<file path="src/rtl/vga_pmod_rx.sv">
// rtl/vga_pmod_rx.sv - TinyVGA PMOD receive decoder with timing lock, pixel stream and frame CRC
// Two-cycle fixed pipeline: stage-1 capture, then counter/FSM/output update.
module vga_pmod_rx #(
  parameter int H_ACTIVE        = 640,
  parameter int H_TOTAL         = 800,
  parameter int H_SYNC_START    = 656,
  parameter int V_ACTIVE        = 480,
  parameter int V_TOTAL         = 525,
  parameter int V_SYNC_START    = 490,
  parameter bit SYNC_ACTIVE_LOW = 1'b1
) (
  input  logic        clk,
  input  logic        rst_n,
  input  logic [7:0]  pmod_in,
  output logic        pix_valid,
  output logic [9:0]  pix_x,
  output logic [9:0]  pix_y,
  output logic [1:0]  pix_r,
  output logic [1:0]  pix_g,
  output logic [1:0]  pix_b,
  output logic        frame_start,
  output logic        locked,
  output logic [7:0]  sync_err_count,
  output logic [15:0] frame_crc,
  output logic        crc_valid
);

  localparam logic [9:0] HA    = 10'(H_ACTIVE);
  localparam logic [9:0] H_LST = 10'(H_TOTAL - 1);
  localparam logic [9:0] HSS   = 10'(H_SYNC_START);
  localparam logic [9:0] VA    = 10'(V_ACTIVE);
  localparam logic [9:0] V_LST = 10'(V_TOTAL - 1);
  localparam logic [9:0] VSS   = 10'(V_SYNC_START);
  // Stage-1 reset value carries inactive syncs so release cannot fake an edge.
  localparam logic [7:0] IDLE  = SYNC_ACTIVE_LOW ? 8'h88 : 8'h00;

  typedef enum logic [1:0] {HUNT, LINE, FRAME, LOCKED} state_t;

  state_t      state, state_nx;
  logic [7:0]  s1;
  logic        hs, vs, hs_prev, vs_prev, hs_edge, vs_edge;
  logic [9:0]  hcnt, vcnt, hcnt_free, vcnt_free, hcnt_nx, vcnt_nx;
  logic        h_wrap, v_step, hs_bad, hs_good, vs_bad;
  logic [1:0]  good_cnt, good_nx;
  logic        err_inc, locked_nx, active_nx, fs_nx, end_nx;
  logic [7:0]  pix_byte;
  logic [15:0] crc;
  logic        frame_ok;

  function automatic logic [15:0] crc16_byte(input logic [15:0] crc_in, input logic [7:0] data);
    logic [15:0] c;
    c = crc_in ^ {data, 8'h00};
    for (int i = 0; i < 8; i++) c = c[15] ? ((c << 1) ^ 16'h1021) : (c << 1);
    return c;
  endfunction

  assign hs       = s1[7] ^ SYNC_ACTIVE_LOW;
  assign vs       = s1[3] ^ SYNC_ACTIVE_LOW;
  assign hs_edge  = hs & ~hs_prev;
  assign vs_edge  = vs & ~vs_prev;
  assign pix_byte = {2'b00, s1[0], s1[4], s1[1], s1[5], s1[2], s1[6]};
  assign pix_x    = hcnt;
  assign pix_y    = vcnt;
  assign locked   = (state == LOCKED);

  always_comb begin
    h_wrap    = (hcnt == H_LST);
    hcnt_free = h_wrap ? 10'd0 : hcnt + 10'd1;
    // An hs load on the wrap sample replaces the wrap, so the line does not advance.
    v_step    = h_wrap && !hs_edge;
    vcnt_free = v_step ? ((vcnt == V_LST) ? 10'd0 : vcnt + 10'd1) : vcnt;
    hcnt_nx   = hs_edge ? HSS : hcnt_free;
    vcnt_nx   = vs_edge ? VSS : vcnt_free;
    hs_good   = hs_edge && (hcnt_free == HSS);
    hs_bad    = hs_edge ? (hcnt_free != HSS) : (hcnt_free == HSS);
    vs_bad    = vs_edge ? (vcnt_free != VSS) : (v_step && (vcnt_free == VSS));
  end

  always_comb begin
    state_nx = state;
    good_nx  = good_cnt;
    err_inc  = 1'b0;
    case (state)
      HUNT: begin
        if (hs_edge) begin
          state_nx = LINE;
          good_nx  = 2'd0;
        end
      end
      LINE: begin
        if (hs_bad) good_nx = 2'd0;
        else if (hs_good && good_cnt != 2'd2) good_nx = good_cnt + 2'd1;
        if (!hs_bad && vs_edge && good_cnt == 2'd2) state_nx = FRAME;
      end
      FRAME: begin
        if (hs_bad) begin
          state_nx = LINE;
          good_nx  = 2'd0;
        end else if (vs_bad) begin
          state_nx = LINE;
        end else if (vs_edge) begin
          state_nx = LOCKED;
        end
      end
      LOCKED: begin
        if (hs_bad || vs_bad) begin
          state_nx = HUNT;
          err_inc  = 1'b1;
        end
      end
      default: state_nx = HUNT;
    endcase
    locked_nx = (state_nx == LOCKED);
    active_nx = locked_nx && (hcnt_nx < HA) && (vcnt_nx < VA);
    fs_nx     = locked_nx && (hcnt_nx == 10'd0) && (vcnt_nx == 10'd0);
    end_nx    = (hcnt_nx == 10'd0) && (vcnt_nx == VA);
  end

  always_ff @(posedge clk or negedge rst_n) begin
    if (!rst_n) begin
      s1             <= IDLE;
      hs_prev        <= 1'b0;
      vs_prev        <= 1'b0;
      hcnt           <= 10'd0;
      vcnt           <= 10'd0;
      state          <= HUNT;
      good_cnt       <= 2'd0;
      pix_valid      <= 1'b0;
      pix_r          <= 2'd0;
      pix_g          <= 2'd0;
      pix_b          <= 2'd0;
      frame_start    <= 1'b0;
      sync_err_count <= 8'd0;
      crc            <= 16'hFFFF;
      frame_ok       <= 1'b0;
      frame_crc      <= 16'd0;
      crc_valid      <= 1'b0;
    end else begin
      s1          <= pmod_in;
      hs_prev     <= hs;
      vs_prev     <= vs;
      hcnt        <= hcnt_nx;
      vcnt        <= vcnt_nx;
      state       <= state_nx;
      good_cnt    <= good_nx;
      pix_valid   <= active_nx;
      pix_r       <= {s1[0], s1[4]};
      pix_g       <= {s1[1], s1[5]};
      pix_b       <= {s1[2], s1[6]};
      frame_start <= fs_nx;
      if (err_inc && sync_err_count != 8'hFF) sync_err_count <= sync_err_count + 8'd1;
      if (fs_nx) crc <= crc16_byte(16'hFFFF, pix_byte);
      else if (active_nx) crc <= crc16_byte(crc, pix_byte);
      // Signature is published only for frames locked from (0,0) through the end of active video.
      if (fs_nx) frame_ok <= 1'b1;
      else if (!locked_nx || end_nx) frame_ok <= 1'b0;
      crc_valid <= end_nx && locked_nx && frame_ok;
      if (end_nx && locked_nx && frame_ok) frame_crc <= crc;
    end
  end

endmodule

</file>
<file path="config.mk">
export PLATFORM = sky130hd
export DESIGN_NAME = vga_pmod_rx
export DESIGN_NICKNAME = d
export VERILOG_FILES = /design/src/rtl/vga_pmod_rx.sv
export SDC_FILE = /design/constraint.sdc
export NUM_CORES = 1
export LEC_CHECK = 0
export ABC_AREA = 1
export CORE_MARGIN = 2
export CORE_UTILIZATION = 40
export CTS_BUF_LIST = sky130_fd_sc_hd__clkbuf_8
export DETAILED_ROUTE_END_ITERATION = 16
export SLEW_MARGIN = 40
export SYNTH_ARGS = -nofsm -noshare
export SYNTH_HDL_FRONTEND = slang
export SYNTH_SLANG_ARGS = --single-unit
</file>
<file path="constraint.sdc">
create_clock -name clk -period 4.8 [get_ports clk]
set_input_delay 0.72 -clock clk [delete_from_list [all_inputs] [get_ports clk]]
set_output_delay 0.72 -clock clk [all_outputs]
set_load 0.01 [all_outputs]
</file>
### After elaboration in Yosys (flattened, before gate mapping)

Cells that the tools add are included.

| word-level totals | value |
|---|---|
| register bits after elaboration | 84 |
| ROM bits | 0 |
| memories kept | 0 |
| bits in writable memories | 0 |
| word-level logic and storage cells | 131 |
| bits in latches | 0 |

| cells by class | value |
|---|---|
| order comparisons | 2 |
| muxes and demuxes | 41 |
| $mul | 0 |
| bitwise logic cells | 24 |
| add/subtract/negate cells | 4 |
| equal/unequal tests | 17 |
| divide/modulo/power cells | 0 |
| shift-type cells | 0 |
| reduce and logical (&&, ||, !) cells | 26 |

Operator list:

| kind | number |
|---|---|
| $mux W13 | 16 |
| $mux W10 | 5 |
| $not A3 Y3 | 16 |
| $mux W16 | 2 |
| $eq A10 B10 Y1 const B | 3 |
| $add A10 B1 Y10 const B | 2 |
| $eq A10 B9 Y1 const B | 2 |
| $logic_not A10 Y1 | 2 |
| $mux W2 | 10 |
| $not A14 Y16 | 1 |
| $xor A16 B14 Y16 | 1 |
| $logic_and A1 B1 Y1 | 14 |
| $lt A10 B10 Y1 const B | 1 |
| $lt A10 B9 Y1 const B | 1 |
| $ne A10 B10 Y1 const B | 1 |
| $ne A10 B9 Y1 const B | 1 |
| $add A8 B1 Y8 const B | 1 |
| $eq A2 B2 Y1 const B | 4 |
| $ne A8 B8 Y1 const B | 1 |
| $pmux W2 S4 | 1 |
| $mux W1 | 6 |
| $ne A2 B2 Y1 const B | 3 |
| $pmux W2 S3 | 1 |
| $not A1 Y1 | 4 |
| 10 further kinds | 15 |

### Logic depth before layout (Yosys ltp)

Gate-level depths: netlist (run 1).

| depth | value |
|---|---|
| depth after elaboration | 19 |
| mapped depth | 25 |
| gate-level depth less buffers | 24 |

### Least setup slack after synthesis (run 1)

Ideal clock, no wire load.

| path | value |
|---|---|
| path type | flip-flop to flip-flop |
| from | register hcnt[0], in the netlist pix_x[0] |
| to | register frame_crc[14] |
| buffers on the path | 1 |
| required time | 4.678 ns |
| cell stages (with the launch flop) | 20 |
| slack | 1.914 ns |
| library setup time | 0.122 ns |
| data arrival time | 2.764 ns |
| period minus slack after synthesis | 2.886 ns |
| cells stage by stage | dfrtp_1 ha_1 nand2_1 inv_2 nand2_4 nor2_4 inv_1 nand3_1 nand4_1 nor4_1 ha_1 inv_1 nand3_1 o22ai_2 nand2_2 nor2_2 nand2_1 buf_2 nand2_1 o21ai_1 |

| between the ends | value |
|---|---|
| word-level cells in the longest chain between the ends | 12 |
| elaborated cells between the ends (all ways) | 29 |
| classes of those cells | add/sub (1); eq/ne (7); mux (11); reduce/logical (10) |

Ends and longest elaborated chain:

| what | line | source |
|---|---|---|
| start: declaration | 42 | `logic [9:0] hcnt, vcnt, hcnt_free, vcnt_free, hcnt_nx, vcnt_nx;` |
| start signal: assignment | 142 | `hcnt <= hcnt_nx;` |
| $add A10 B1 Y10 or $eq A10 B10 Y1 (tied branches) | 68, 67 |  |
| $mux W10 or $logic_and A1 B1 Y1 (tied branches) | 68, 70 |  |
| $eq A10 B10 Y1, or another cell as far along | 75 | `hs_bad = hs_edge ? (hcnt_free != HSS) : (hcnt_free == HSS);` |
| $mux W1 or $eq A10 B9 Y1 (tied branches) | 75, 76 |  |
| $logic_not A1 Y1 or $logic_and A1 B1 Y1 (tied branches) | 93, 76 |  |
| $logic_and A1 B1 Y1 or $mux W1 (tied branches) | 93, 76 |  |
| $logic_and A1 B1 Y1, or another cell as far along | 93 | `if (!hs_bad && vs_edge && good_cnt == 2'd2) state_nx = FRAME;` |
| $mux W2 (on tied branches) | 93, 106, 96 |  |
| $pmux W2 S4 | 83 | `case (state)` |
| $eq A2 B2 Y1 | 113 | `locked_nx = (state_nx == LOCKED);` |
| $logic_and A1 B1 Y1 (*) (2 in a row) | 158 | `if (end_nx && locked_nx && frame_ok) frame_crc <= crc;` |
| end signal: assignment | 158 |  |
| end: declaration | 24 | `output logic [15:0] frame_crc,` |

Mark *: on every way between the ends. The rest lies on a longest branch, timed or not.
A chain may end at the register's enable or synchronous reset.

### Final worst setup path (run 1)

| path | value |
|---|---|
| from | register hcnt[0], in the netlist pix_x[0] |
| to | register frame_crc[1] |

The elaborated chain is that of the path after synthesis.

==> results.toml, run 1 <==
[sta]
slew_viol_final = 0
layout_min_cycle_time_ns = 3.95
fin_crit_sh_pct = 82.2
max_clock_freq_ghz = 0.253
finalSetupTns_ns = 0
setup_viol = 0
rsz0062_at_grt = "no"
finalHoldViolations = 0
skew_ns = 0.00692
whs_ns = 0.403
relSlewSlack_pct = 56.6
worstMarginPinSlew_ns = 0.651

[layout]
syn_to_final_growth_pct = 21.5
nFillCells = 1026
seq_area_sq_um = 2120
final_nets = 615
layout-drive-gt1-share_pct = 10.1
final_area_sq_um = 5360
multi_input_area_sq_um = 1920
diodes = 0

[drt]
wl_um = 9620
avgViaCountPerCell = 4.85
drt_iter0_markers = 175
vias = 3606
drtAntennaViolNets = 0
drt_first_pass_iters = 5
drc = 0
wl_per_cell_um = 12.9

[worst_setup_path]
critical_path_class = "reg -> reg"
arrival_ns = 4.18
max_stage_delay_ns = 0.51
critPathCapture = "frame_crc[1]$_DFFE_PN0P_"
rrSetupSlack_ns = 0.85
crit_fanout = 18
worst_r2r_startpoint = "pix_x[0]$_DFF_PN0_"
critPathTopFamily = "simple AND/OR/NAND/NOR gates"
endpoint_kind = "flip-flop"
startpoint = "pix_x[0]$_DFF_PN0_"
crit_path_frequent_cell = "nand2_1"
worst-endpoint-required_ns = 5.04
start_kind = "flip-flop"
crit_chain = "ha_1, nand2_1, inv_2, nand2_4, nor2_4, inv_1, nand3_1, nand4_1, nor4_1, ha_1, inv_1, nand3_1, o22ai_2, nand2_2, nor2_2, nand2_1, buf_4, nand2_1, o21ai_1"
timing.critical_path.buf_inv = 4
r2r_end = "frame_crc[1]$_DFFE_PN0P_"
critPathSlowestCell = "o22ai_2"
cp.depth = 19
rr_worst_depth = 19

[global_routing]
grt-ovfl-total = 0
grt_pass1_vias = 3507
grt_usage_pct = 17.4
antenna_found_initial = 0
grt_max_degree = 85
grt_first_pass_wirelength_um = 16300

[place]
dpl_cell_area_sq_um = 5130
io_buffers = 63
place_hpwl_um = 7130
place_congestion = 0.890

[worst_hold_path]
min_path_type = "in -> async"

[die]
fp.dieH_um = 109
initial_core_util_pct = 40.8
dieArea_sq_um = 11900
core_sq_um = 10800
ios = 64
chipWidth_um = 109
rows = 38

[cts]
post_cts_buffers = 0
clock_path_buffers = 2
cts_buffers = 9
ctsHoldBuffers = 0
root_buffer = "clkbuf_8"
cts.clk_slew.worst_paths_ns = 0.08
cts_sinks = 84
cts_tree = "yes"
insertion_delay_ns = 0.35
post_cts_resized = 0
htree_levels = 3

[synthesis]
synth-edff-count = 0
netlist_instances = 534
async_reset_ff_share_pct = 100
syn_nets = 550
syn_avg_cell_area_sq_um = 8.25
ys_seq_elements = 84
synthFlopType = "dfrtp_1"
ys_warn_count = 0
synth_area_sq_um = 4410
ys_seq_area_share_pct = 48.2
synth_cell_types = 35

[power_and_ir_drop]
peakVddDrop_v = 0.000144
power_leakage_nw = 2.58
power_density_nw_per_um2 = 303

[outcome]
status = "completed"

[run]
max-cap-violations = 0
[synthesized netlist by cell type (4+ instances only)]
cell type | count | area (sq um)
inv_1 | 68 | 255
nand4_1 | 19 | 119
o21ai_0 | 7 | 35.0
ha_1 | 6 | 75.1
buf_6 | 6 | 67.6
a21oi_1 | 6 | 30.0
xnor2_1 | 12 | 105
dfstp_2 | 18 | 473
nor3_1 | 5 | 25.0
nand2_1 | 141 | 529
xor2_1 | 20 | 175
o21ai_1 | 20 | 100
dfrtp_1 | 66 | 1650
nor2_1 | 55 | 206
nand3_2 | 4 | 40.0
nand2_2 | 8 | 50.1
nand3_1 | 44 | 220
buf_2 | 4 | 20.0
[worst reg2reg max path, cell delays in order (launching register included)]
cell     delay, ns
dfrtp_1       0.43
ha_1          0.19
nand2_1       0.10
inv_2         0.11
nand2_4       0.08
nor2_4        0.16
inv_1         0.07
nand3_1       0.11
nand4_1       0.10
nor4_1        0.32
ha_1          0.33
inv_1         0.15
nand3_1       0.13
o22ai_2       0.51
nand2_2       0.16
nor2_2        0.12
nand2_1       0.29
buf_4         0.32
nand2_1       0.08
o21ai_1       0.07
[where the power goes]
group	internal, W	switching [W]
combinational	0.000114	0.000162
clock	0.000304	0.000251
sequential	0.000752	0.0000394
total	0.00117	0.000452
[sequential cells by signal, summed over array words and instances (netlist names), 2 cells and up]
register and count:
crc 16, frame_crc 16, good_cnt 2, pix_b 2
pix_g 2, pix_r 2, pix_x 10, pix_y 10
s1 8, state 2, sync_err_count 8
[through the flow]
step                util, %  total power, W  worst slack, ns  cells
finish                 49.6         0.00162            0.853    744
global route           49.6         0.00171            0.444    744
CTS                    49.6         0.00165            0.839    744
detailed placement     47.6         0.00108            0.814    728
global placement       47.5         0.00108             1.05    728
floorplan                 -        0.000984             1.91    534
[worst min-delay path by stage]
stage	depth (start not counted)	start	endpoint	slack, ns
after floorplan	0	s1[5]$_DFF_PN0_	pix_g[0]$_DFF_PN0_	0.39
after global placement	1	s1[7]$_DFF_PN1_	hs_prev$_DFF_PN0_	0.42
after detailed placement	1	s1[3]$_DFF_PN1_	vs_prev$_DFF_PN0_	0.43
after CTS	1	rst_n	sync_err_count[3]$_DFFE_PN0P_	0.43
after global routing	1	rst_n	sync_err_count[7]$_DFFE_PN0P_	0.44
final	1	rst_n	sync_err_count[3]$_DFFE_PN0P_	0.40
[layer usage]
metal / track usage (%) / wire, um / vias to the layer above
met5: 0 / 0 / -
met4: 5.31 / 125 / 0
met3: 4.18 / 330 / 13
met2: 28.0 / 4650 / 64
met1: 23.3 / 4520 / 1697
li1: - / - / 1832
[logic make-up after synthesis]
logic type / after synthesis / synth area share [%]
AND/OR/NAND/NOR: 288 / 30.1
flip-flops: 84 / 48.2
buffers and inverters: 83 / 8.29
AO/OA/AOI/OAI: 40 / 5.11
XOR/XNOR: 32 / 6.36
adder cells (fa/ha/maj): 6 / 1.70
multiplexers: 1 / 0.255
[cells in the final DEF, fill, tap and decap left out, types with 12 or more instances in the layout]
master and instances:
dfrtp_1 66, clkdlybuf4s50_1 62, xnor2_1 12, inv_1 70, nand2_1 141, xor2_1 20
dfstp_2 18, nand3_1 44, nor2_1 55, o21ai_1 20, nand4_1 19
[cell type report]
type / instances / area share [%]
tap: 140 / 3.27
inverter: 72 / 5.05
timing repair buffer: 65 / 12.1
sequential: 84 / 39.7
multi-input combinational: 367 / 35.8
clock buffer: 10 / 2.57
clock inverter: 6 / 1.52
No activity file was read; power rests on OpenSTA's default activity.
==> run 2: changes to the inputs <==
clock period = 3.4 ns   (was 4.8 ns; I/O delays follow)
==> run 2 against run 1 <==
Hold slack worse by 0.23 ns. Die area unchanged. Via count rose by 3.5%. Utilization increased by 1.4 points. Global-route usage increased by 0.50 points. Non-clock buffer count grew 15. Cell count increased by 2.0%. Highest routed layer unchanged. Clock skew rose by 0.0072 ns. Register-to-register slack got worse by 0.53 ns. First-iteration DRC count rose by 40%. Combinational power rose by 62%. Setup slack got worse by 0.53 ns.
==> results.toml, run 2 (synthesis results as in run 1) <==
[outcome]
status = "completed"

[worst_setup_path]
start_kind = "flip-flop"
endpoint_kind = "flip-flop"
critical_path_class = "reg -> reg"
worst-endpoint-required_ns = 3.65
arrival_ns = 3.32
crit_fanout = 6

[sta]
finalHoldViolations = 0
fin_crit_sh_pct = 90.5
layout_min_cycle_time_ns = 3.08
rsz0062_at_grt = "no"
setup_viol = 0
skew_ns = 0.0141
max_clock_freq_ghz = 0.325
worstMarginPinSlew_ns = 0.666
relSlewSlack_pct = 55.6
finalSetupTns_ns = 0
slew_viol_final = 0

[cts]
ctsHoldBuffers = 0
cts.clk_slew.worst_paths_ns = 0.09
insertion_delay_ns = 0.36
clock_path_buffers = 2
cts_tree = "yes"
cts_buffers = 9
cts_sinks = 84
root_buffer = "clkbuf_8"
htree_levels = 3

[power_and_ir_drop]
power_leakage_nw = 2.63
peakVddDrop_v = 0.000192
power_density_nw_per_um2 = 404

[place]
io_buffers = 63
dp.cells = 735
place_congestion = 0.934
place_hpwl_um = 7280

[layout]
syn_to_final_growth_pct = 25.0
final_nets = 630
layout_common_cells = "nand2_1, inv_1, dfrtp_1"
final_cells = 759
final_common_cell = "nand2_1"
reg_top3 = "crc (16), frame_crc (16)"
diodes = 0
layout-drive-gt1-share_pct = 14.1

[worst_hold_path]
min_path_type = "in -> async"

[run]
max-cap-violations = 0

[drt]
wl_per_cell_um = 13.4
drtAntennaViolNets = 0
wl_um = 10200
drt_iter0_markers = 245
drt_first_pass_iters = 4
drc = 0
avgViaCountPerCell = 4.92
vias = 3731

[die]
rows = 38
dieArea_sq_um = 11900
initial_core_util_pct = 40.8
chipWidth_um = 109
fp.dieH_um = 109
core_sq_um = 10800
ios = 64

[global_routing]
grt_max_degree = 85
grt_pass1_vias = 3719
grt_usage_pct = 17.9
grt-ovfl-total = 0
grt_first_pass_wirelength_um = 16800
antenna_found_initial = 0
run 2: what timing repair did:
| item | in CTS | in global routing |
|---|---|---|
| endpoints found under the hold margin | 0 | 0 |
| resized for setup | 0 | 21 |
| setup endpoints to repair | 0 | 35 |
| setup buffers | 0 | 6 |
run 2: critical path: stages (launching register included):
cell	delay [ns]
dfrtp_1	0.36
ha_1	0.16
nand2_1	0.10
inv_2	0.11
nand2_4	0.08
nor2_4	0.18
inv_1	0.11
nand3_1	0.14
nand4_1	0.13
nor4_2	0.19
ha_1	0.31
inv_2	0.13
nand3_2	0.12
nand3_1	0.10
nand4_2	0.12
nand2_2	0.14
nor2_2	0.06
nand2_2	0.13
buf_6	0.16
inv_2	0.05
nand2_1	0.05
nand2_1	0.05
run 2: where the power goes:
group / internal, W / leakage (nW) / total [W] / switching [W]
Combinational: 0.000193 / 1.53 / 0.000446 / 0.000254
Sequential: 0.00106 / 1.01 / 0.00111 / 0.0000489
Clock: 0.000292 / 0.0904 / 0.000670 / 0.000379
run 2: routing by layer:
metal,track usage (%),share of wire (%)
met3,3.77,4.2
met2,29.9,49
met5,0,0
met1,22.8,45
met4,6.68,1.8
run 2: worst paths after layout:
| kind | end | start | cells past startpoint | slack, ns |
|---|---|---|---|---|
| max | frame_crc[4]$_DFFE_PN0P_ | pix_x[0]$_DFF_PN0_ | 21 | 0.32 |
| min | sync_err_count[4]$_DFFE_PN0P_ | rst_n | 1 | 0.17 |
| max reg2reg | frame_crc[4]$_DFFE_PN0P_ | pix_x[0]$_DFF_PN0_ | 21 | 0.32 |
| min reg2reg | vs_prev$_DFF_PN0_ | s1[3]$_DFF_PN1_ | 1 | 0.44 |
| max in group asynchronous | pix_y[9]$_DFF_PN0_ | rst_n | 1 | 2.74 |
| min in group clk | vs_prev$_DFF_PN0_ | s1[3]$_DFF_PN1_ | 1 | 0.44 |
run 2: per-stage QoR:
| stage | worst slack (ns) | utilization [%] | instance area [sq um] | total power, W | hold slack, ns |
|---|---|---|---|---|---|
| 3_3_place_gp | 0.241 | 48.0 | 5180 | 0.00154 | 0.421 |
| 4_1_cts | 0.0760 | 49.8 | 5370 | 0.00224 | 0.215 |
| 6_report | 0.324 | 51.1 | 5510 | 0.00223 | 0.174 |
| 2_1_floorplan | 0.514 | - | 4410 | 0.00139 | 0.214 |
| 5_1_grt | 0.00462 | 51.1 | 5510 | 0.00235 | 0.228 |
| 3_5_place_dp | 0.0984 | 48.1 | 5190 | 0.00155 | 0.427 |
run 2: area by class of cell:
type,instances,area (sq um)
Clock inverter,6,48.8
Sequential cell,84,2130
Multi-Input combinational cell,367,1970
Tap cell,140,175
Clock buffer,10,138
Timing Repair Buffer,80,786
Fill cell,1026,5280
Inverter,72,270
